===== config.mk =====
export PLATFORM = sky130hd
export DESIGN_NAME = cella_cmd_sched
export DESIGN_NICKNAME = d
export VERILOG_FILES = /design/src/rtl/cella_pkg.sv /design/src/rtl/cella_cmd_fifo.sv /design/src/rtl/cella_cmd_sched.sv
export SDC_FILE = /design/constraint.sdc
export NUM_CORES = 1
export LEC_CHECK = 0
export BUFFER_PORTS_ARGS = -buffer_cell sky130_fd_sc_hd__buf_2
export CORE_MARGIN = 3
export CORE_UTILIZATION = 51
export DETAILED_ROUTE_END_ITERATION = 8
export PLACE_DENSITY_LB_ADDON = 0.2
export SLEW_MARGIN = 0
export SYNTH_ARGS = -nofsm -noshare
export SYNTH_HDL_FRONTEND = slang
export SYNTH_SLANG_ARGS = --single-unit
export TNS_END_PERCENT = 30

===== constraint.sdc =====
create_clock -name clk -period 2.4 [get_ports clk]
set_input_delay 0.36 -clock clk [delete_from_list [all_inputs] [get_ports clk]]
set_output_delay 0.36 -clock clk [all_outputs]
set_load 0.005 [all_outputs]

===== src/rtl/cella_pkg.sv =====
// Shared definitions for the CELLA command scheduler.
// Holds the op codes, the FSM state enum, the 25-bit command payload
// and a small helper used to size the hold counter.
package cella_pkg;

  localparam int unsigned OP_W   = 2;
  localparam int unsigned BANK_W = 4;
  localparam int unsigned COL_W  = 3;
  localparam int unsigned DATA_W = 16;

  localparam logic [OP_W-1:0] OP_READ   = 2'b00;
  localparam logic [OP_W-1:0] OP_WRITE  = 2'b01;
  localparam logic [OP_W-1:0] OP_SEARCH = 2'b10;
  localparam logic [OP_W-1:0] OP_IDLE   = 2'b11;

  typedef enum logic [1:0] {
    ST_IDLE  = 2'd0,
    ST_ISSUE = 2'd1,
    ST_RESP  = 2'd2
  } state_t;

  typedef struct packed {
    logic [OP_W-1:0]   op;
    logic [BANK_W-1:0] bank;
    logic [COL_W-1:0]  col;
    logic [DATA_W-1:0] data;
  } cmd_t;

  localparam int unsigned CMD_W = $bits(cmd_t);

  // Largest of three hold lengths; sizes the issue counter.
  function automatic int unsigned max3(input int unsigned a,
                                       input int unsigned b,
                                       input int unsigned c);
    int unsigned m;
    m = a;
    if (b > m) m = b;
    if (c > m) m = c;
    return m;
  endfunction

endpackage


===== src/rtl/cella_cmd_fifo.sv =====
// Synchronous command FIFO, single-cycle push/pop, show-ahead head output.
// Ports:
//   clk, rst        clock and async active-high reset
//   push, wdata     write strobe and command (ignored when full)
//   pop             read strobe (ignored when empty)
//   rdata           command at the head of the queue
//   full, empty     occupancy flags, derived from the registered count
module cella_cmd_fifo
  import cella_pkg::*;
#(
  parameter int unsigned DEPTH = 4
) (
  input  logic clk,
  input  logic rst,
  input  logic push,
  input  cmd_t wdata,
  input  logic pop,
  output cmd_t rdata,
  output logic full,
  output logic empty
);

  localparam int unsigned AW    = $clog2(DEPTH);
  localparam int unsigned CNT_W = AW + 1;

  cmd_t             mem [DEPTH];
  logic [AW-1:0]    wr_ptr;
  logic [AW-1:0]    rd_ptr;
  logic [CNT_W-1:0] count;
  logic             do_push;
  logic             do_pop;

  assign do_push = push && !full;
  assign do_pop  = pop && !empty;
  assign full    = (count == CNT_W'(DEPTH));
  assign empty   = (count == '0);
  assign rdata   = mem[rd_ptr];

  // Pointers wrap naturally because DEPTH is a power of two.
  always_ff @(posedge clk or posedge rst) begin
    if (rst) begin
      wr_ptr <= '0;
      rd_ptr <= '0;
      count  <= '0;
    end else begin
      if (do_push) wr_ptr <= wr_ptr + AW'(1);
      if (do_pop)  rd_ptr <= rd_ptr + AW'(1);
      case ({do_push, do_pop})
        2'b10:   count <= count + CNT_W'(1);
        2'b01:   count <= count - CNT_W'(1);
        default: count <= count;
      endcase
    end
  end

  // Storage needs no reset; occupancy is tracked by count.
  always_ff @(posedge clk) begin
    if (do_push) mem[wr_ptr] <= wdata;
  end

endmodule


===== src/rtl/cella_cmd_sched.sv =====
// Command scheduler in front of the CELLA array controller.
// Queues host commands, drives each onto the array for a per-op hold
// length, captures the array result and returns one response per command.
// Ports:
//   clk, rst                         clock, async active-high reset
//   cmd_valid/cmd_ready              host command handshake
//   cmd_op/bank/col/data             command payload
//   arr_op_code/addr_bank/addr_col/data   array controller inputs
//   arr_rdata                        array result
//   rsp_valid/rsp_ready              response handshake
//   rsp_op, rsp_data                 completed op and captured result
//   busy                             work in flight or queued
module cella_cmd_sched
  import cella_pkg::*;
#(
  parameter int unsigned DEPTH  = 4,
  parameter int unsigned RD_CYC = 1,
  parameter int unsigned WR_CYC = 2,
  parameter int unsigned SR_CYC = 2
) (
  input  logic              clk,
  input  logic              rst,
  input  logic              cmd_valid,
  output logic              cmd_ready,
  input  logic [OP_W-1:0]   cmd_op,
  input  logic [BANK_W-1:0] cmd_bank,
  input  logic [COL_W-1:0]  cmd_col,
  input  logic [DATA_W-1:0] cmd_data,
  output logic [OP_W-1:0]   arr_op_code,
  output logic [BANK_W-1:0] arr_addr_bank,
  output logic [COL_W-1:0]  arr_addr_col,
  output logic [DATA_W-1:0] arr_data,
  input  logic [DATA_W-1:0] arr_rdata,
  output logic              rsp_valid,
  input  logic              rsp_ready,
  output logic [OP_W-1:0]   rsp_op,
  output logic [DATA_W-1:0] rsp_data,
  output logic              busy
);

  localparam int unsigned CNT_W = $clog2(max3(RD_CYC, WR_CYC, SR_CYC)) + 1;

  state_t           state;
  logic [CNT_W-1:0] cnt;
  cmd_t             push_cmd;
  cmd_t             head;
  logic             fifo_full;
  logic             fifo_empty;
  logic             pop;

  // Hold length for a given op; nop never enters ISSUE.
  function automatic logic [CNT_W-1:0] hold_len(input logic [OP_W-1:0] op);
    case (op)
      OP_READ:   return CNT_W'(RD_CYC);
      OP_WRITE:  return CNT_W'(WR_CYC);
      OP_SEARCH: return CNT_W'(SR_CYC);
      default:   return '0;
    endcase
  endfunction

  assign push_cmd  = '{op: cmd_op, bank: cmd_bank, col: cmd_col, data: cmd_data};
  assign cmd_ready = !fifo_full;
  assign busy      = (state != ST_IDLE) || !fifo_empty;

  // Pop only when the FSM starts the next command: from IDLE, or straight
  // out of RESP on the response handshake.
  assign pop = !fifo_empty &&
               ((state == ST_IDLE) || ((state == ST_RESP) && rsp_ready));

  cella_cmd_fifo #(
    .DEPTH (DEPTH)
  ) u_fifo (
    .clk   (clk),
    .rst   (rst),
    .push  (cmd_valid && cmd_ready),
    .wdata (push_cmd),
    .pop   (pop),
    .rdata (head),
    .full  (fifo_full),
    .empty (fifo_empty)
  );

  // Scheduler FSM with registered array and response outputs.
  always_ff @(posedge clk or posedge rst) begin
    if (rst) begin
      state         <= ST_IDLE;
      cnt           <= '0;
      arr_op_code   <= OP_IDLE;
      arr_addr_bank <= '0;
      arr_addr_col  <= '0;
      arr_data      <= '0;
      rsp_valid     <= 1'b0;
      rsp_op        <= '0;
      rsp_data      <= '0;
    end else begin
      case (state)
        ST_ISSUE: begin
          if (cnt == CNT_W'(1)) begin
            rsp_op      <= arr_op_code;
            rsp_data    <= (arr_op_code == OP_WRITE) ? '0 : arr_rdata;
            rsp_valid   <= 1'b1;
            arr_op_code <= OP_IDLE;
            state       <= ST_RESP;
          end else begin
            cnt <= cnt - CNT_W'(1);
          end
        end
        ST_RESP: begin
          if (rsp_ready) begin
            rsp_valid <= 1'b0;
            state     <= ST_IDLE;
          end
        end
        default: state <= ST_IDLE;
      endcase

      // Starting the next command overrides the IDLE/RESP defaults above.
      if (pop) begin
        if (head.op == OP_IDLE) begin
          // nop: no array activity, answer immediately
          rsp_op    <= OP_IDLE;
          rsp_data  <= '0;
          rsp_valid <= 1'b1;
          state     <= ST_RESP;
        end else begin
          arr_op_code   <= head.op;
          arr_addr_bank <= head.bank;
          arr_addr_col  <= head.col;
          arr_data      <= head.data;
          cnt           <= hold_len(head.op);
          state         <= ST_ISSUE;
        end
      end
    end
  end

endmodule


==> flow_metrics.env, run 1 <==
export IMPL_num_io_pins=91
export IMPL_layout_nets=509
export IMPL_fmax_mhz=455
export IMPL_powerDensity_nw_per_um2=1310
export IMPL_synth_edf_count=100
export IMPL_dpl_cell_area_um2=6750
export IMPL_antenna_found_initial=0
export IMPL_postRouteAntennaNets=0
export IMPL_synthTopCellsByCount="edfxtp_1, dfrtp_1, mux4_2, mux2_2, nand2_1"
export IMPL_std_cell_rows=39
export IMPL_die_w_um=115
export IMPL_use_met3=0.0601
export IMPL_h_tree_depth=4
export IMPL_cts_buffer_depth=2
export IMPL_vias=3291
export IMPL_port_buffers=90
export IMPL_post_route_min_period_ns=2.20
export IMPL_grt_pass1_wl_um=17600
export IMPL_start_util=0.528
export IMPL_wl_per_cell_um=17.9
export IMPL_cp_max_fo=4
export IMPL_cp_arrival_ns=2.50
export IMPL_setup_ws_ns=0.202
export IMPL_power_leakage_uw=0.00289
export IMPL_worstPathRequired_ns=2.70
export IMPL_min_delay_path_class="primary input to register"
export IMPL_overflow=0
export IMPL_final_layout_size_suffix_gt1_frac=0.399
export IMPL_dp_slack_ns=0.128
export IMPL_area_delta_synth_final_pct=18.9
export IMPL_drtPass1Iterations=4
export IMPL_design_area_um2=7260
export IMPL_grt_pass1_vias=3408
export IMPL_synthArstFlopShare=0.355
export IMPL_finalWirelength_um=10900
export IMPL_core_area_um2=11600
export IMPL_fp_dieArea_um2=13300
export IMPL_final_cells=607
export IMPL_syn_area_um2=6110
export IMPL_tightest_slew_ns=0.645
export IMPL_synth_most_common_cell="edfxtp_1"
export IMPL_use_met1=0.229
export IMPL_ys_top_cells_by_area="edfxtp_1, dfrtp_1, mux4_2"
export IMPL_synth_fp_nets=402
export IMPL_num_antenna_cells=0
export IMPL_cp_end_kind="register"
export IMPL_cts_sinks=155
export IMPL_route_detailed_drc=0
export IMPL_min_period_over_period=0.916
export IMPL_track_usage=0.180
export IMPL_finalSetupViolations=0
export IMPL_fin_setup_tns_ns=0
export IMPL_maxCapViolCount=0
export IMPL_ys_flop_type="edfxtp_1"
export IMPL_yosysSeqAreaShare=0.717
export IMPL_synth_seq_cells=155
export IMPL_maxSlewHeadroom=0.570
export IMPL_cts_root_buffer="clkbuf_16"
export IMPL_routabilityCongestion=0.772
export IMPL_outcome="finished clean"
export IMPL_drtIter0Drc=161
export IMPL_grt_max_degree=37
export IMPL_start_kind="register"
export IMPL_clk_latency_ns=0.42
export IMPL_die_h_um=115
export IMPL_rsz0062_at_grt="no"
export IMPL_ys_warnings_count=0
export IMPL_synth_cell_types=33
export IMPL_numCtsBuffers=17
export IMPL_cts_tree="yes"
export IMPL_ir_drop_mv=0.586
export IMPL_maxSlewViolCount=0
export IMPL_yosysTopAreaCell="edfxtp_1"
export IMPL_yosysTopAreaCellShare=0.492
export IMPL_synth_cells=344
export IMPL_critPathKind="register to register"
export IMPL_via_per_inst=5.42
export IMPL_met2_usage=0.286
export IMPL_cts_clk_slew_worst_paths_ns=0.06
export IMPL_dp_hpwl_um=6820
export IMPL_hold_viol=0
export IMPL_synth_area_per_cell_um2=17.8
export IMPL_place_inst=574
export IMPL_grt_busiest_layer="met2"
export IMPL_clock_skew_ns=0.0113
[registers in the layout (all words and copies together), names as in the netlist]
name,flops
cnt,2
state,2
u_fifo.rd_ptr,2
rsp_op,2
arr_data,16
u_fifo.count,3
arr_addr_col,3
rsp_data,16
arr_op_code,2
arr_addr_bank,4
u_fifo.wr_ptr,2
u_fifo.mem,100
rsp_valid,1
[power breakdown]
| part | total [uW] | internal [uW] | leakage (uW) | switching, uW |
|---|---|---|---|---|
| registers | 4040 | 3680 | 0.00158 | 354 |
| logic | 3220 | 1660 | 0.00106 | 1560 |
| clock network | 2260 | 1290 | 0.000244 | 964 |
| total | 9510 | 6640 | 0.00289 | 2880 |
[final timing paths]
path / from / end / slack, ns / cells past startpoint
min in group asynchronous: rst / rsp_data[11]$_DFF_PP0_ / 0.49 / 3
max in group asynchronous: rst / arr_op_code[0]$_DFF_PP1_ / 1.29 / 4
min: cmd_bank[0] / u_fifo.mem[3][19]$_DFFE_PP_ / 0.16 / 1
max reg2reg: state[0]$_DFFE_PP0P_ / u_fifo.count[1]$_DFFE_PP0P_ / 0.20 / 7
min reg2reg: arr_data[10]$_DFFE_PP0P_ / arr_data[10]$_DFFE_PP0P_ / 0.50 / 1
max: state[0]$_DFFE_PP0P_ / u_fifo.count[1]$_DFFE_PP0P_ / 0.20 / 7
[worst max-delay path, stage by stage (launching register included)]
cell and delay, ns:
dfrtp_1 0.40, inv_1 0.09, ha_1 0.24, a21oi_2 0.10, nor2_1 0.30, ha_1 0.27, fa_1 0.42, mux2_2 0.27
[kinds of logic (layout without fill, tap and decap cells)]
kind of cell,Yosys count,in the layout,synth area share
simple gates,65,65,0.0537
mux,54,54,0.145
flops,155,155,0.717
xor+xnor,6,6,0.00860
buf+inv,25,145,0.0234
compound gates,26,26,0.0238
fa+ha+maj,13,13,0.0279
[area by class of cell]
cell class,instances,area [um^2]
multi-input combinational,164,1590
clock buffer,21,440
inverter,9,33.8
clock inverter,11,56.3
fill,845,4300
tap,143,179
sequential,155,4380
timing repair buffer,104,583
[through the flow]
step | hold slack, ns | util | power (uW)
CTS | 0.139 | 0.628 | 9640
global route | 0.141 | 0.628 | 10100
floorplan | 0.459 | - | 6370
global placement | 0.386 | 0.584 | 7250
finish | 0.156 | 0.628 | 9510
detailed placement | 0.391 | 0.584 | 7370
[timing repair]
action / 4_1_cts / 5_1_grt
hold buffers: 1 / 0
setup endpoints to repair: 0 / 1
hold endpoints to repair: 19 / 0
resized for setup: 0 / 1
buffers inserted: 0 / 0
[cells in the final DEF, fill, tap and decap left out, types with 2 or more instances in the layout]
cell,Yosys,routed
clkbuf_1,7,4
o21ai_0,2,2
buf_12,0,2
a21oi_1,19,18
dfstp_2,2,2
inv_1,9,8
nor2b_1,2,2
mux4_2,25,25
buf_2,3,90
mux2_1,3,3
nand2_1,24,24
mux2i_1,2,2
buf_4,0,11
xnor2_1,4,4
clkbuf_16,0,17
xor2_1,2,2
edfxtp_1,100,100
clkinv_2,0,5
mux2_2,24,24
and3_1,5,5
nor2_1,6,6
a21o_1,2,2
dfrtp_1,53,52
clkinv_1,0,4
nand2b_1,2,2
nand3_1,20,20
ha_1,12,12
[per-layer routing]
metal | share of wire | wire length (um)
met4 | 0.017 | 180
met3 | 0.051 | 553
met2 | 0.50 | 5480
met1 | 0.43 | 4670
met5 | 0 | 0
No activity file was read; power rests on OpenSTA's default activity.
==> run 2, diff against run 1 <==
SYNTH_HIERARCHICAL = 1   (was not set)
==> flow_metrics.env, run 2 <==
export IMPL_antenna_found_initial=0
export IMPL_hold_viol=0
export IMPL_maxSlewHeadroom=0.623
export IMPL_final_common_cell="edfxtp_1"
export IMPL_drtPass1Iterations=4
export IMPL_start_kind="register"
export IMPL_min_delay_path_class="primary input to register"
export IMPL_timing_rr_end="arr_data[6]$_DFFE_PP0P_"
export IMPL_fp_dieArea_um2=13400
export IMPL_yosysSeqAreaShare=0.712
export IMPL_numCtsBuffers=17
export IMPL_fill_cells=844
export IMPL_start_util=0.530
export IMPL_ys_top_cells_by_area="edfxtp_1, dfrtp_1, mux4_2"
export IMPL_synth_cell_types=40
export IMPL_vias=3172
export IMPL_cts_root_buffer="clkbuf_16"
export IMPL_finalSetupViolations=0
export IMPL_die_w_um=116
export IMPL_routabilityCongestion=0.723
export IMPL_hp_start="cmd_bank[1]"
export IMPL_synth_cells=335
export IMPL_rr_worst_depth=5
export IMPL_dp_hpwl_um=6690
export IMPL_port_buffers=90
export IMPL_post_route_min_period_ns=2.21
export IMPL_worstReg2RegStart="u_fifo/rd_ptr[0]$_DFFE_PP0P_"
export IMPL_powerDensity_nw_per_um2=1330
export IMPL_fin_util=0.640
export IMPL_critPathKind="register to register"
export IMPL_power_leakage_uw=0.00300
export IMPL_final_layout_size_suffix_gt1_frac=0.366
export IMPL_maxCapViolCount=0
export IMPL_muxShareOfSynthArea=0.143
export IMPL_track_usage=0.175
export IMPL_worstPathRequired_ns=2.69
export IMPL_total_power_uw=9910
export IMPL_reg2reg_slack_ns=0.19
export IMPL_num_io_pins=91
export IMPL_postRouteAntennaNets=0
export IMPL_hold_end="u_fifo/mem[1][20]$_DFFE_PP_"
export IMPL_fin_setup_tns_ns=0
export IMPL_area_delta_synth_final_pct=20.8
export IMPL_synth_edf_count=100
export IMPL_synth_adder_area_share=0.0277
export IMPL_layout_nets=504
export IMPL_route_detailed_drc=0
export IMPL_cts_sinks=155
export IMPL_drtIter0Drc=245
export IMPL_largest_register="u_fifo/mem"
export IMPL_num_antenna_cells=0
export IMPL_synth_fp_nets=393
export IMPL_cts_tree="yes"
export IMPL_cp_arrival_ns=2.50
export IMPL_synth_simple_area_share=0.0392
export IMPL_synth_top_family_by_area="multiplexers"
export IMPL_final_cell_mix="edfxtp_1, buf_2, dfrtp_1, mux2_1, mux4_2"
export IMPL_synth_xor_xnor_area_share=0.00854
export IMPL_rsz0062_at_grt="no"
export IMPL_clock_skew_ns=0.00566
export IMPL_cp_end_kind="register"
export IMPL_synth_seq_cells=155
export IMPL_reg_top3="u_fifo/mem: 100 flops, arr_data: 16 flops, rsp_data: 16 flops"
export IMPL_min_period_over_period=0.921
export IMPL_ys_warnings_count=6
export IMPL_finalWirelength_um=10500
export IMPL_core_area_um2=11600
export IMPL_clk_latency_ns=0.41
export IMPL_yosysTopAreaCellShare=0.488
export IMPL_tightest_slew_ns=0.565
export IMPL_yosysTopAreaCell="edfxtp_1"
export IMPL_min_path_cells=1
export IMPL_synth_most_common_cell="edfxtp_1"
export IMPL_synthTopCellsByCount="edfxtp_1, dfrtp_1, mux2_1, mux4_2, a22oi_1"
export IMPL_synth_compound_area_share=0.0384
export IMPL_die_h_um=116
export IMPL_outcome="finished clean"
export IMPL_ys_flop_type="edfxtp_1"
export IMPL_grt_pass1_wl_um=17100
export IMPL_maxSlewViolCount=0
export IMPL_via_per_inst=5.27
export IMPL_wl_per_cell_um=17.5
export IMPL_largest_reg_flops=100
export IMPL_ir_drop_mv=0.772
export IMPL_std_cell_rows=39
export IMPL_cts_clk_slew_worst_paths_ns=0.06
export IMPL_grt_max_degree=33
export IMPL_h_tree_depth=4
export IMPL_syn_area_um2=6150
export IMPL_fmax_mhz=453
export IMPL_cp_max_fo=32
export IMPL_cts_buffer_depth=2
export IMPL_synthArstFlopShare=0.355
export IMPL_overflow=0
export IMPL_synth_area_per_cell_um2=18.4
export IMPL_grt_pass1_vias=3325
-- run 2: cell count changes after synthesis, sizes merged, moves of 7 or more --
cell,previous run,this run
nor2,6,19
nand3,20,2
a21oi,19,7
clkbuf,7,0
a22oi,0,16
nand2,24,12
-- run 2: per-layer routing --
metal / vias up / routed length [um] / global-route usage
met5: - / 0 / 0
met4: 0 / 151 / 0.0673
met3: 12 / 590 / 0.0559
met2: 90 / 5260 / 0.290
met1: 1575 / 4540 / 0.218
li1: 1495 / - / -
-- run 2: area by class of cell --
class                      count  area [um^2]  share of cell area
clock inverter                 9          145              0.0195
timing repair buffer         107          618              0.0831
sequential                   155         4380               0.590
clock buffer                  23          468              0.0629
multi-input combinational    150         1590               0.213
inverter                      15         56.3             0.00757
tap                          143          179              0.0241
-- run 2: where the power goes --
group          internal (uW)  switching (uW)  total (uW)
Combinational           1590            1590        3170
Sequential              3690             332        4020
Clock                   1780             937        2720
-- run 2: what timing repair did --
action | CTS | global route
setup buffers | 0 | 2
resized for setup | 0 | 1
endpoints found under the hold margin | 7 | 0
endpoints found under the setup margin | 0 | 1
hold buffers | 1 | 0
-- run 2: worst max path at each step --
stage	to	slack [ns]	startpoint	cells after the start
after floorplan	arr_data[7]$_DFFE_PP0P_	0.12	u_fifo/rd_ptr[0]$_DFFE_PP0P_	7
after global placement	u_fifo/count[2]$_DFFE_PP0P_	0.21	state[0]$_DFFE_PP0P_	11
after detailed placement	u_fifo/count[2]$_DFFE_PP0P_	0.09	state[0]$_DFFE_PP0P_	11
after CTS	u_fifo/count[2]$_DFFE_PP0P_	0.07	state[0]$_DFFE_PP0P_	11
after global routing	u_fifo/count[2]$_DFFE_PP0P_	0.02	state[0]$_DFFE_PP0P_	11
final	arr_data[6]$_DFFE_PP0P_	0.19	u_fifo/rd_ptr[0]$_DFFE_PP0P_	5
-- run 2: metrics by stage --
step | hold slack, ns | area (um^2) | worst slack (ns) | instances
after floorplan | 0.163 | 6150 | 0.125 | 335
after global placement | 0.336 | 6790 | 0.206 | 567
after detailed placement | 0.344 | 6790 | 0.0927 | 567
after CTS | 0.136 | 7410 | 0.0733 | 600
after global routing | 0.146 | 7430 | 0.0196 | 602
final | 0.161 | 7430 | 0.190 | 602
-- run 2: cells by family after synthesis --
| family | Yosys count |
|---|---|
| xor+xnor | 6 |
| mux | 51 |
| flops | 155 |
| compound gates | 34 |
| buf+inv | 30 |
| simple gates | 46 |
| fa+ha+maj | 13 |
-- run 2: worst max-delay path: stages, from the launching register on --
cell     delay [ns]
dfrtp_2        0.41
mux4_1         0.61
ha_1           0.27
nor3_4         0.21
buf_12         0.23
mux2_2         0.36
